==> src/rtl/l0_feeder.sv <==
// Streams num_vec SRAM words into the L0 through a 2-entry staging buffer, then strobes l0_rd num_vec times.
// First l0_wr 3 cycles after start, one vector/cycle; l0_ready low stalls pops only, reads throttle to keep staging <= 2.
module l0_feeder #(
  parameter int row    = 8,
  parameter int bw     = 4,
  parameter int addr_w = 11,
  parameter int len_w  = 7
) (
  input  logic                clk,
  input  logic                reset,
  input  logic                start,
  input  logic [addr_w-1:0]   base_addr,
  input  logic [len_w-1:0]    num_vec,
  output logic                busy,
  output logic                done,
  output logic                sram_rd,
  output logic [addr_w-1:0]   sram_addr,
  input  logic [row*bw-1:0]   sram_q,
  input  logic                l0_ready,
  output logic                l0_wr,
  output logic [row*bw-1:0]   l0_in,
  output logic                l0_rd,
  output logic                l0_mode
);

  localparam int dw = row * bw;

  typedef enum logic [1:0] {IDLE, LOAD, DRAIN, DONE} state_t;

  state_t              state;
  logic [addr_w-1:0]   base;
  logic [len_w-1:0]    num;
  logic [len_w-1:0]    issued;
  logic [len_w-1:0]    wr_cnt;
  logic [len_w-1:0]    drain_cnt;
  logic [1:0]          occ;
  logic                pend;
  logic [dw-1:0]       stage0;
  logic [dw-1:0]       stage1;
  logic [2:0]          fill;

  // Occupancy after this cycle's push/pop; a new read is allowed only if it will still fit when it lands.
  assign fill      = {1'b0, occ} + {2'b00, pend} - {2'b00, l0_wr};
  assign l0_wr     = (state == LOAD) && (occ != 2'd0) && l0_ready;
  assign sram_rd   = (state == LOAD) && (issued < num) && (fill < 3'd2);
  assign sram_addr = sram_rd ? base + addr_w'(issued) : '0;
  assign l0_mode   = 1'b0;

  always_ff @(posedge clk or posedge reset) begin
    if (reset) begin
      state     <= IDLE;
      base      <= '0;
      num       <= '0;
      issued    <= '0;
      wr_cnt    <= '0;
      drain_cnt <= '0;
      occ       <= '0;
      pend      <= 1'b0;
      stage0    <= '0;
      stage1    <= '0;
      l0_in     <= '0;
      l0_rd     <= 1'b0;
      busy      <= 1'b0;
      done      <= 1'b0;
    end else begin
      pend <= sram_rd;
      if (sram_rd) issued <= issued + len_w'(1);

      if (l0_wr) begin
        l0_in  <= stage0;
        wr_cnt <= wr_cnt + len_w'(1);
        if (pend) begin
          if (occ == 2'd2) begin
            stage0 <= stage1;
            stage1 <= sram_q;
          end else begin
            stage0 <= sram_q;
          end
        end else begin
          stage0 <= stage1;
          occ    <= occ - 2'd1;
        end
      end else if (pend) begin
        if (occ == 2'd0) stage0 <= sram_q;
        else             stage1 <= sram_q;
        occ <= occ + 2'd1;
      end

      case (state)
        IDLE: begin
          done <= 1'b0;
          if (start) begin
            base      <= base_addr;
            num       <= num_vec;
            issued    <= '0;
            wr_cnt    <= '0;
            drain_cnt <= '0;
            busy      <= 1'b1;
            state     <= (num_vec != '0) ? LOAD : DONE;
          end
        end
        LOAD: begin
          if (l0_wr && (wr_cnt == num - len_w'(1))) begin
            state     <= DRAIN;
            l0_rd     <= 1'b1;
            drain_cnt <= '0;
          end
        end
        DRAIN: begin
          drain_cnt <= drain_cnt + len_w'(1);
          if (drain_cnt == num - len_w'(1)) begin
            l0_rd <= 1'b0;
            done  <= 1'b1;
            state <= DONE;
          end
        end
        DONE: begin
          // A zero-length command arrives here with done low: its pulse lands on the way back to IDLE.
          busy  <= 1'b0;
          done  <= ~done;
          state <= IDLE;
        end
        default: state <= IDLE;
      endcase
    end
  end

endmodule

==> config.mk <==
export PLATFORM = sky130hd
export DESIGN_NAME = l0_feeder
export DESIGN_NICKNAME = d
export VERILOG_FILES = /design/src/rtl/l0_feeder.sv
export SDC_FILE = /design/constraint.sdc
export NUM_CORES = 1
export LEC_CHECK = 0
export ABC_CLOCK_PERIOD_IN_PS = 6410
export BUFFER_PORTS_ARGS = -buffer_cell sky130_fd_sc_hd__buf_2
export CAP_MARGIN = 20
export CELL_PAD_IN_SITES_DETAIL_PLACEMENT = 1
export CELL_PAD_IN_SITES_GLOBAL_PLACEMENT = 2
export CORE_MARGIN = 2
export CORE_UTILIZATION = 36
export DETAILED_ROUTE_END_ITERATION = 8
export PLACE_DENSITY_LB_ADDON = 0.1
export SKIP_CTS_REPAIR_TIMING = 1
export SYNTH_ARGS = -nofsm -noshare
export SYNTH_HDL_FRONTEND = slang
export SYNTH_SLANG_ARGS = --single-unit
export TNS_END_PERCENT = 30
==> constraint.sdc <==
create_clock -name clk -period 6.41 [get_ports clk]
set_clock_uncertainty 0.05 [all_clocks]
set_input_delay 1.282 -clock clk [delete_from_list [all_inputs] [get_ports clk]]
set_output_delay 1.282 -clock clk [all_outputs]
set_load 0.01 [all_outputs]
-- After elaboration in Yosys (flattened, before gate mapping)
Cells that the tools add are included.
Widths: inputs -> output; s select.
- register bits after elaboration: 143
- input bits: 54
- output and inout bits: 49
- add/sub/neg operators: 9
- magnitude comparators: 2
- eq/ne operators: 12
- muxes and demuxes: 35
- bitwise gates (word level): 1
- reductions and logical operators: 24
- operators by type and width (operator ; count):
    $mux 32 ; 10
    $mux 7 ; 8
    $add 7x1->7 const B ; 3
    $pmux 7 s3 ; 1
    $eq 7x7->1 ; 2
    $mux 2 ; 7
    $reduce_and 3->1 ; 4
    $add 11x7->11 ; 1
    $mux 11 ; 1
    $reduce_and 2->1 ; 5
    $reduce_bool 2->1 ; 5
    $ne 2x2->1 const B ; 4
    $pmux 2 s4 ; 1
    $lt 7x7->1 ; 1
    $reduce_bool 7->1 ; 1
    $sub 7x1->7 const B ; 1
    $eq 2x2->1 const B ; 3
    $reduce_bool 3->1 ; 2
    $logic_and 1x1->1 ; 5
    $logic_not 2->1 ; 2
    $mux 1 ; 4
    $ne 2x1->1 const B ; 2
    $pmux 1 s2 ; 2
    $add 2x1->3 ; 1
    other kinds (7) ; 7

-- Depth between registers and ports, before layout
Gate-level depths: netlist of the first run.
- depth in word-level cells: 9
- gate-level depth with buffers: 14
- depth with buffers taken out: 12

-- Worst setup path after synthesis of the first run
No wires, ideal clock.
- kind: input to output
- start point: input port l0_ready
- end point: output port sram_addr[0]
- arrival time: 3397 ps
- slack: 1681 ps
- stages: 10
- cells stage by stage: nand3_4 > buf_1 > ha_1 > nand2_1 > fa_1 > xnor2_1 > and3_1 > o21ai_0 > clkinv_1 > and2_1
- word-level cells in the longest chain between the ends: 5
- RTL lines (item ; RTL line ; text):
    start, declared ; 19 ; input logic l0_ready,
    $logic_and 1x1->1 ; 44 ; assign l0_wr = (state == LOAD) && (occ != 2'd0) && l0_ready;
    $sub 3x1->3 ; 43 ; assign fill = {1'b0, occ} + {2'b00, pend} - {2'b00, l0_wr};
    $lt 3x2->1 ; 45 ; assign sram_rd = (state == LOAD) && (issued < num) && (fill < 3'd2);
    $logic_and 1x1->1 ; 45 ;
    named net sram_rd ; 16 ; output logic sram_rd,
    $mux 11 ; 46 ; assign sram_addr = sram_rd ? base + addr_w'(issued) : '0;
    end, declared ; 17 ; output logic [addr_w-1:0] sram_addr,
The timed path passes the listed nets, and every way through them passes these cells.

-- Worst setup path in the final report of the first run
- start point: input port l0_ready
- end point: output port sram_addr[0]
- word-level cells in the longest chain between the ends: 5
- RTL lines (item ; RTL line):
    $logic_and 1x1->1 ; 44
    $sub 3x1->3 ; 43
    $lt 3x2->1 ; 45
    $logic_and 1x1->1 ; 45
    $mux 11 ; 46
No other way between the ends.

==> results of run 1 <==
## cells by family after synthesis
logic type      count (synthesis)  synth area share [%]
simple gates                  267                 16.81
flops                         143                 51.74
compound gates                100                 8.520
mux                            69                 10.64
buf+inv                        54                 3.111
xor+xnor                       33                 4.577
fa+ha+maj                      24                 4.559
other cells                     1               0.05422
## metal layers
layer  vias to the layer above  global-route usage (%)  share of wire, %
met1                      2610                   22.07                44
li1                       2512                       -                 -
met3                         8                   4.963               4.0
met5                         -                       0                 0
met2                        67                   30.82                51
met4                         0                   5.680              0.94
## sequential cells by signal, summed over array words and instances (netlist names)
name	count
busy	1
drain_cnt	7
pend	1
num	7
wr_cnt	7
stage1	32
base	11
occ	2
stage0	32
issued	7
done	1
l0_rd	1
l0_in	32
state	2
## how the worst max path moves through the flow
stage	from	to	slack [ns]	cells after the start
after global routing	state[1]$_DFFE_PP0P_	sram_addr[0]	0.59	13
after floorplan	reset	base[0]$_DFFE_PP0P_	1.24	1
after detailed placement	l0_ready	sram_addr[0]	0.91	12
after CTS	state[1]$_DFFE_PP0P_	sram_addr[0]	0.89	13
after global placement	l0_ready	sram_addr[0]	1.00	12
final	l0_ready	sram_addr[0]	0.96	12
## power breakdown
part / switching, mW / internal, mW
clock: 0.435 / 0.549
combinational: 0.852 / 0.683
sequential: 0.299 / 1.30
total: 1.59 / 2.53
## through the flow
stage | cell area, sq um | worst slack, ns | total power [mW]
final | 8232 | 0.9637 | 4.115
after global routing | 8229 | 0.5872 | 4.425
after CTS | 8209 | 0.8878 | 4.179
after detailed placement | 7636 | 0.9125 | 3.171
after global placement | 7636 | 1.002 | 3.092
after floorplan | 6917 | 1.240 | 2.632
## cells in the mapped netlist (2+ instances only)
| cell type | count | area share, % |
|---|---|---|
| sky130_fd_sc_hd__a21o_1 | 4 | 0.43 |
| sky130_fd_sc_hd__mux2_2 | 32 | 5.2 |
| sky130_fd_sc_hd__nand3_1 | 12 | 0.87 |
| sky130_fd_sc_hd__xor2_1 | 10 | 1.3 |
| sky130_fd_sc_hd__clkbuf_1 | 16 | 0.87 |
| sky130_fd_sc_hd__and3_1 | 5 | 0.45 |
| sky130_fd_sc_hd__fa_1 | 2 | 0.58 |
| sky130_fd_sc_hd__xnor3_1 | 2 | 0.65 |
| sky130_fd_sc_hd__nand2_1 | 152 | 8.2 |
| sky130_fd_sc_hd__nor3_1 | 5 | 0.36 |
| sky130_fd_sc_hd__nor4_1 | 3 | 0.27 |
| sky130_fd_sc_hd__mux2i_1 | 36 | 5.2 |
| sky130_fd_sc_hd__dfrtp_1 | 143 | 52 |
| sky130_fd_sc_hd__nand4_1 | 3 | 0.27 |
| sky130_fd_sc_hd__nand2b_1 | 5 | 0.45 |
| sky130_fd_sc_hd__a31oi_1 | 5 | 0.45 |
| sky130_fd_sc_hd__nor2_1 | 59 | 3.2 |
| sky130_fd_sc_hd__a22o_1 | 2 | 0.25 |
| sky130_fd_sc_hd__o31ai_1 | 3 | 0.33 |
| sky130_fd_sc_hd__o21ai_0 | 25 | 1.8 |
| sky130_fd_sc_hd__and2_1 | 5 | 0.45 |
| sky130_fd_sc_hd__inv_1 | 21 | 1.1 |
| sky130_fd_sc_hd__ha_1 | 22 | 4.0 |
| sky130_fd_sc_hd__buf_1 | 7 | 0.38 |
| sky130_fd_sc_hd__buf_2 | 7 | 0.51 |
| sky130_fd_sc_hd__a211oi_1 | 3 | 0.33 |
| sky130_fd_sc_hd__xnor2_1 | 21 | 2.7 |
| sky130_fd_sc_hd__nor2b_1 | 4 | 0.36 |
| sky130_fd_sc_hd__o211ai_1 | 3 | 0.33 |
| sky130_fd_sc_hd__a21oi_1 | 43 | 3.1 |
| sky130_fd_sc_hd__or3_1 | 6 | 0.54 |
| sky130_fd_sc_hd__o21ai_1 | 4 | 0.29 |
## cell type report
type                            instances  share of cell area, %
Antenna cell                            1                0.03040
Clock inverter                         14                  1.748
Tap cell                              234                  3.557
Clock buffer                           18                  5.214
Timing Repair Buffer                  106                  6.749
Inverter                               23                  1.110
Multi-Input combinational cell        494                  38.12
Sequential cell                       143                  43.47
## worst max-delay path, cell delays in order
cell                       delay (ns)
sky130_fd_sc_hd__buf_2           0.13
sky130_fd_sc_hd__nand3_4         0.39
sky130_fd_sc_hd__ha_1            0.55
sky130_fd_sc_hd__nand2_1         0.09
sky130_fd_sc_hd__fa_1            0.39
sky130_fd_sc_hd__xnor2_1         0.14
sky130_fd_sc_hd__and3_1          0.23
sky130_fd_sc_hd__o21ai_0         0.09
sky130_fd_sc_hd__buf_4           0.22
sky130_fd_sc_hd__clkinv_1        0.23
sky130_fd_sc_hd__and2_1          0.23
sky130_fd_sc_hd__buf_2           0.13
==> flow_metrics.tcl, run 1 <==
set metrics [dict create \
    status "complete, no violations" \
    tightest_slew_ns 0.8428 \
    ff_latch_area_sq_um 3578 \
    critical_path.startpoint_type "primary input" \
    final_common_cell "sky130_fd_sc_hd__nand2_1" \
    effective_utilization_at_floorplan_pct 36.85 \
    layout.filler_cells 2148 \
    routed_wl_um 17470 \
    min_path_cells 2 \
    dr_total_vias 5197 \
    most-common-layout-cells "151 x sky130_fd_sc_hd__nand2_1, 143 x sky130_fd_sc_hd__dfrtp_1, 101 x sky130_fd_sc_hd__buf_2" \
    worst-endpoint-arrival_ns 4.11 \
    period_needed_ns 5.446 \
    worst_r2r_path_depth 13 \
    synth_enable_flop_cells 0 \
    dp_hpwl_um 11840 \
    report.final.hold_viol_count 0 \
    critical_path.reg2reg.endpoint "issued[2]$_DFF_PP0_" \
    synth_top_flop_cell "sky130_fd_sc_hd__dfrtp_1" \
    dp.cells 999 \
    die_area_sq_um 20340 \
    leakage_nw 4.054 \
    fmaxAchievable_mhz 183.6 \
    ys_ff_latch 143 \
    multiInputGateArea_sq_um 3138 \
    final_min_period_over_clock_period_pct 84.97 \
    syn-mean-instance-area_sq_um 10.01 \
    worstHoldStart "stage0[18]$_DFFE_PP0P_" \
    critical_path_peak_fanout 37 \
    core_region_area_sq_um 18770 \
    post-route-drc-count 0 \
    setup_total_negative_slack_ns 0 \
    dieHeight_um 142.6 \
    cp-end-kind "primary output" \
    distinct_cells_synth 53 \
    slew_headroom_pct 43.81 \
    synth_cells 691 \
    number_of_placement_rows 50 \
    finish.cell_count_without_fillers 1033 \
    globalplace.congestion 0.7641 \
    wl_per_cell_um 16.92 \
    grt_first_pass_wirelength_um 28590 \
    drtIter0Drc 183 \
    place.port_buffers 101 \
    ys_seq_area_share_pct 51.74 \
    ys_warn_count 0 \
    clk_transition_reported_paths_ns 0.06 \
    cts_sinks 143 \
    final_setup_violating_endpoints 0 \
    cts-buffers-inserted 17 \
    worstReg2RegStart "state[1]$_DFFE_PP0P_" \
    post-route-util_pct 43.86 \
    nNetsFinal 863 \
    tritoncts "yes" \
    maxSlewViolCount 0 \
    final_layout_size_suffix_gt1_share_pct 23.06 \
    postSynthNetCount 769 \
    asyncSetResetFlopFracSynth_pct 100.0 \
    globalRoute.totalOverflow 0 \
    hold_path_end "l0_in[18]$_DFFE_PP0P_" \
    clock-root-buffer "sky130_fd_sc_hd__clkbuf_16" \
    vdd_drop_max_uv 221.0 \
    global_route.usage.total_pct 17.99 \
    drt_pass1_iterations 4 \
    flow.area_growth_from_synthesis_pct 19.01 \
    floorplan.die.width_um 142.6 \
    setup.worst_path.class "in2out" \
    cts.htree.levels 4 \
    grt_antenna_before_repair 2 \
    mappedNetlistArea_sq_um 6917 \
    boundaryPins 103 \
    r2r_setup_slack_ns 2.62 \
    first_global_vias 5633 \
    setup_repair_after_global_routing_missed_its_margin "false" \
    grt_start_max_net_pins 85 \
    required_ns 5.08 \
    clock_latency_ns 0.43 \
    final_antenna_net_count 0 \
    worst_hold_path_type "reg2reg" \
    via_per_inst 5.031 \
    clock_tree_buffer_depth 2 \
    fin_worst_hold_slack_ns 0.4187 \
    max_cap_viol_count 0 \
    power_density_nw_per_um2 499.9 \
]
(Power assumes the default switching activity.)
==> run 2: changes to the inputs <==
--- a/config.mk
+++ b/config.mk
@@ -5,13 +5,13 @@
 export SDC_FILE = /design/constraint.sdc
 export NUM_CORES = 1
 export LEC_CHECK = 0
-export ABC_CLOCK_PERIOD_IN_PS = 6410
+export ABC_CLOCK_PERIOD_IN_PS = 4960
 export BUFFER_PORTS_ARGS = -buffer_cell sky130_fd_sc_hd__buf_2
 export CAP_MARGIN = 20
 export CELL_PAD_IN_SITES_DETAIL_PLACEMENT = 1
 export CELL_PAD_IN_SITES_GLOBAL_PLACEMENT = 2
 export CORE_MARGIN = 2
-export CORE_UTILIZATION = 36
+export CORE_UTILIZATION = 33
 export DETAILED_ROUTE_END_ITERATION = 8
 export PLACE_DENSITY_LB_ADDON = 0.1
 export SKIP_CTS_REPAIR_TIMING = 1
==> constraint.sdc (replaced) <==
create_clock -name clk -period 4.96 [get_ports clk]
set_clock_uncertainty 0.05 [all_clocks]
set_input_delay 0.992 -clock clk [delete_from_list [all_inputs] [get_ports clk]]
set_output_delay 0.992 -clock clk [all_outputs]
set_load 0.01 [all_outputs]
==> run 2 against run 1 <==
- final area is 1.7% higher
- sequential share of layout area is 0.71 points lower
- combinational power is 28% higher
- global-route usage is 1.3 points lower
- routed wire length is 3.1% lower
- critical path type is now reg2out
- non-clock buffer count is 4 higher
- core utilization is 2.9 points lower
- sequential power is 28% higher
- critical path depth is 1 lower
- first-iteration DRC count is 11% lower
- cell count is 3.7% higher
==> flow_metrics.tcl, run 2 (same netlist as run 1, synthesis figures left out) <==
set metrics [dict create \
    clock-root-buffer "sky130_fd_sc_hd__clkbuf_16" \
    first_global_vias 5681 \
    required_ns 3.92 \
    clock_tree_buffer_depth 2 \
    dr_total_vias 5193 \
    drt_pass1_iterations 4 \
    cts-buffers-inserted 17 \
    grt_antenna_before_repair 1 \
    final_layout_size_suffix_gt1_share_pct 23.35 \
    setup_repair_after_global_routing_missed_its_margin "false" \
    slew_headroom_pct 41.82 \
    period_needed_ns 4.412 \
    worst_hold_path_type "reg2reg" \
    maxSlewViolCount 0 \
    via_per_inst 4.849 \
    final_antenna_net_count 0 \
    tightest_slew_ns 0.8727 \
    final_setup_violating_endpoints 0 \
    critPathMaxStageDelay_ns 0.46 \
    hold_path_end "l0_in[24]$_DFFE_PP0P_" \
    setup_total_negative_slack_ns 0 \
    grt_start_max_net_pins 96 \
    worst_r2r_path_depth 11 \
    critical_path_peak_fanout 36 \
    post-route-util_pct 40.97 \
    dp_hpwl_um 11940 \
    min_path_cells 2 \
    vdd_drop_max_uv 260.4 \
    detailed_place.area_sq_um 7711 \
    fmaxAchievable_mhz 226.7 \
    flow.area_growth_from_synthesis_pct 21.00 \
    layout.filler_cells 2335 \
    most-common-layout-cells "151 x sky130_fd_sc_hd__nand2_1, 143 x sky130_fd_sc_hd__dfrtp_1, 101 x sky130_fd_sc_hd__buf_2" \
    globalRoute.totalOverflow 0 \
    post-route-drc-count 0 \
    power_density_nw_per_um2 645.2 \
    routed_wl_um 16930 \
    max_cap_viol_count 0 \
    worstReg2RegStart "occ[1]$_DFFE_PP0P_" \
    critical_path.startpoint_type "flop" \
    clock_latency_ns 0.42 \
    crit_chain "or2_2 -> nand3_4 -> buf_4 -> nor2_1 -> fa_1 -> xnor2_1 -> and3_1 -> o21ai_0 -> clkinv_1 -> and2_1 -> buf_2" \
    place.port_buffers 101 \
    global_route.usage.total_pct 16.66 \
    wl_per_cell_um 15.80 \
    max_stage_delay_cell_worst_path "sky130_fd_sc_hd__dfrtp_1" \
    die_area_sq_um 22130 \
    multiInputGateArea_sq_um 3138 \
    leakage_nw 4.098 \
    report.final.hold_viol_count 0 \
    r2r_setup_slack_ns 1.78 \
    cts.htree.levels 4 \
    tritoncts "yes" \
    setup.worst_path.class "reg2out" \
    worstHoldStart "l0_in[24]$_DFFE_PP0P_" \
    worst-endpoint-arrival_ns 3.37 \
    ff_latch_area_sq_um 3578 \
    dieHeight_um 148.8 \
    floorplan.die.width_um 148.8 \
    final_common_cell "sky130_fd_sc_hd__nand2_1" \
    status "complete, no violations" \
    cts_sinks 143 \
    largestRegisters "l0_in x32, stage0 x32, stage1 x32" \
    boundaryPins 103 \
    drtIter0Drc 163 \
    antenna_cells 0 \
    globalplace.congestion 0.7418 \
    postLayoutCellArea_sq_um 8369 \
    grt_first_pass_wirelength_um 29020 \
    critical_path.reg2reg.endpoint "issued[4]$_DFF_PP0_" \
    final_min_period_over_clock_period_pct 88.95 \
    number_of_placement_rows 52 \
    clk_transition_reported_paths_ns 0.06 \
    core_region_area_sq_um 20430 \
    nNetsFinal 867 \
    effective_utilization_at_floorplan_pct 33.86 \
    cp-end-kind "primary output" \
]
[run 2: final cells by class]
class / instances / area share, %
Clock buffer: 20 / 5.457
Clock inverter: 11 / 2.168
Inverter: 23 / 1.091
Multi-Input combinational cell: 494 / 37.49
Sequential cell: 143 / 42.76
Tap cell: 270 / 4.036
Timing Repair Buffer: 110 / 6.997
[run 2: critical path: cells and delay by family, from the launching register on]
family / cells / cell delay [ns]
AO/OA/AOI/OAI: 1 / 0.12
AND/OR/NAND/NOR: 5 / 1.04
adder cells (fa/ha/maj): 1 / 0.41
buffers and inverters: 3 / 0.77
XOR/XNOR: 1 / 0.13
flip-flops: 1 / 0.46
[run 2: worst max-delay path by stage]
stage / to / slack, ns / depth (start not counted) / start
after detailed placement: sram_addr[0] / 0.66 / 11 / l0_ready
final: sram_addr[0] / 0.55 / 11 / occ[1]$_DFFE_PP0P_
after CTS: sram_addr[0] / 0.46 / 11 / occ[1]$_DFFE_PP0P_
after floorplan: base[0]$_DFFE_PP0P_ / 0.08 / 1 / reset
after global routing: sram_addr[0] / 0.26 / 11 / occ[1]$_DFFE_PP0P_
after global placement: sram_addr[0] / 0.71 / 11 / l0_ready
[run 2: metrics by stage]
step / cells / power (mW) / hold WS (ns) / setup WS (ns)
2_1_floorplan: 691 / 3.401 / 0.3894 / 0.08007
3_3_place_gp: 1039 / 3.978 / 0.3987 / 0.7058
3_5_place_dp: 1039 / 4.068 / 0.4087 / 0.6587
4_1_cts: 1070 / 5.497 / 0.4229 / 0.4607
5_1_grt: 1071 / 5.871 / 0.4628 / 0.2590
6_report: 1071 / 5.400 / 0.4178 / 0.5481
[run 2: layer usage]
layer,GRT usage [%],vias up,wire length [um]
met5,0,-,7
met4,4.857,2,184
met3,3.731,17,599
met2,26.94,79,8016
met1,22.56,2580,8117
li1,-,2515,-
[run 2: power breakdown]
part	switching, mW	leakage, nW	internal [mW]
logic	1.08	2.13	0.889
clock network	0.519	0.305	0.873
registers	0.366	1.66	1.68
total	1.96	4.10	3.44
==> run 3: changes to the inputs <==
--- a/config.mk
+++ b/config.mk
@@ -13,7 +13,7 @@
 export CORE_MARGIN = 2
 export CORE_UTILIZATION = 33
 export DETAILED_ROUTE_END_ITERATION = 8
-export PLACE_DENSITY_LB_ADDON = 0.1
+export PLACE_DENSITY = 0.81
 export SKIP_CTS_REPAIR_TIMING = 1
 export SYNTH_ARGS = -nofsm -noshare
 export SYNTH_HDL_FRONTEND = slang
==> run 3 against run 2 <==
- clock-buffer cell count up 2
- critical path depth unchanged
- via count down 0.98%
- core utilization down 0.18 points
- power down 1.4%
- critical path type unchanged
- largest power group unchanged
- critical endpoint unchanged
- cell count up 0.19%
- fmax down 0.15%
- combinational power about the same
==> flow_metrics.tcl, run 3 (same netlist as run 1, synthesis figures left out) <==
set metrics [dict create \
    post-route-drc-count 0 \
    flow.area_growth_from_synthesis_pct 20.48 \
    via_per_inst 4.792 \
    cts.htree.levels 4 \
    boundaryPins 103 \
    dieHeight_um 148.8 \
    final_antenna_net_count 0 \
    hold_path_end "l0_in[3]$_DFFE_PP0P_" \
    globalRouteMet1Util_pct 20.81 \
    final_setup_violating_endpoints 0 \
    critical_path.startpoint_type "flop" \
    max_cap_viol_count 0 \
    effective_utilization_at_floorplan_pct 33.86 \
    critical_path.reg2reg.endpoint "issued[4]$_DFF_PP0_" \
    crit_chain "or2_2 -> nand3_4 -> buf_4 -> nor2_1 -> fa_1 -> xnor2_1 -> and3_1 -> o21ai_0 -> clkinv_1 -> and2_1 -> buf_2" \
    final_common_cell "sky130_fd_sc_hd__nand2_1" \
    detailed_place.area_sq_um 7725 \
    place.port_buffers 101 \
    grt_antenna_before_repair 0 \
    setup_total_negative_slack_ns 0 \
    grt_first_pass_wirelength_um 27170 \
    routed_wl_um 16560 \
    final_min_period_over_clock_period_pct 89.08 \
    die_area_sq_um 22130 \
    drt_pass1_iterations 4 \
    wl_per_cell_um 15.44 \
    clock_latency_ns 0.42 \
    globalplace.congestion 0.7477 \
    dp.cells 1041 \
    tightest_slew_ns 0.9158 \
    slew_headroom_pct 38.95 \
    nNetsFinal 868 \
    leakage_nw 4.087 \
    global_route.peak_usage_layer "met2" \
    report.final.hold_viol_count 0 \
    antenna_cells 0 \
    clk_transition_reported_paths_ns 0.06 \
    period_needed_ns 4.419 \
    global_route.usage.total_pct 15.73 \
    cts-buffers-inserted 17 \
    worstReg2RegStart "occ[1]$_DFFE_PP0P_" \
    dp_hpwl_um 11440 \
    tritoncts "yes" \
    most-common-layout-cells "151 x sky130_fd_sc_hd__nand2_1, 143 x sky130_fd_sc_hd__dfrtp_1, 101 x sky130_fd_sc_hd__buf_2" \
    setup_repair_after_global_routing_missed_its_margin "false" \
    critical_path_peak_fanout 36 \
    finish.cell_count_without_fillers 1073 \
    largestRegisters "l0_in x32, stage0 x32, stage1 x32" \
    worst_r2r_path_depth 11 \
    floorplan.die.width_um 148.8 \
    grt_start_max_net_pins 99 \
    fmaxAchievable_mhz 226.3 \
    status "complete, no violations" \
    min_path_cells 2 \
    drtIter0Drc 171 \
    worst_hold_path_type "reg2reg" \
    required_ns 3.92 \
    critPathMaxStageDelay_ns 0.45 \
    r2r_setup_slack_ns 1.79 \
    maxSlewViolCount 0 \
    worstHoldStart "stage0[3]$_DFFE_PP0P_" \
    cts_sinks 143 \
    use_met3_pct 4.343 \
    setup.worst_path.class "reg2out" \
    crit_path_start "occ[1]$_DFFE_PP0P_" \
    clock-root-buffer "sky130_fd_sc_hd__clkbuf_16" \
    max_stage_delay_cell_worst_path "sky130_fd_sc_hd__dfrtp_1" \
    final_layout_size_suffix_gt1_share_pct 23.41 \
    power_density_nw_per_um2 638.8 \
    globalRouteMet2Util_pct 25.39 \
    core_region_area_sq_um 20430 \
    first_global_vias 5216 \
    cp-end-kind "primary output" \
    dr_total_vias 5142 \
    vdd_drop_max_uv 289.8 \
    postLayoutCellArea_sq_um 8333 \
    globalRoute.totalOverflow 0 \
    clock_tree_buffer_depth 2 \
    worst-endpoint-arrival_ns 3.38 \
    number_of_placement_rows 52 \
]
[run 3: cell count changes in the layout (fill, tap and decap cells not counted), moves of 2 or more]
cell                        before  now
sky130_fd_sc_hd__inv_6           2    4
sky130_fd_sc_hd__bufinv_16       4    2
sky130_fd_sc_hd__clkbuf_8        2    4
sky130_fd_sc_hd__buf_4           8   10
[run 3: stage by stage]
| step | power, mW | util [%] | setup WS (ns) | hold slack (ns) |
|---|---|---|---|---|
| 3_3_place_gp | 3.996 | 37.81 | 0.7393 | 0.3997 |
| 4_1_cts | 5.414 | 40.79 | 0.4723 | 0.4194 |
| 3_5_place_dp | 4.064 | 37.81 | 0.6552 | 0.4074 |
| 6_report | 5.323 | 40.79 | 0.5414 | 0.4166 |
| 5_1_grt | 5.753 | 40.79 | 0.3230 | 0.4381 |
| 2_1_floorplan | 3.401 | - | 0.08007 | 0.3894 |
[run 3: worst max-delay path: cells and delay by family, from the launching register on]
family	cells	cell delay, ns
and+or+nand+nor	5	1.04
buffers and inverters	3	0.79
DFF	1	0.45
adders and majority gates	1	0.42
xor gates and xnor gates	1	0.13
AOI/OAI and AO/OA	1	0.13
[run 3: layout make-up]
class / count / area (sq um)
clock buffers: 22 / 484.2
clock inverters: 10 / 123.9
fillers: 2406 / 12100
inverters: 23 / 91.34
multi-input cells: 494 / 3137
flip-flops and latches: 143 / 3578
well taps: 270 / 337.8
repair buffers: 111 / 580.6
[run 3: power by group]
| part | internal [mW] | switching [mW] |
|---|---|---|
| Combinational | 0.883 | 1.10 |
| Sequential | 1.68 | 0.356 |
| Clock | 0.800 | 0.503 |
| Total | 3.36 | 1.96 |
[run 3: layer usage]
layer / share of wire (%) / wire [um]
met1: 48 / 7881
met4: 1.3 / 208
met5: 0 / 0
met3: 4.2 / 691
met2: 47 / 7780
[run 3: how the worst max path moves through the flow]
stage,endpoint,cells past startpoint
6_report,sram_addr[0],11
5_1_grt,sram_addr[0],11
4_1_cts,sram_addr[0],11
3_5_place_dp,sram_addr[0],11
3_3_place_gp,sram_addr[0],11
2_1_floorplan,base[0]$_DFFE_PP0P_,1
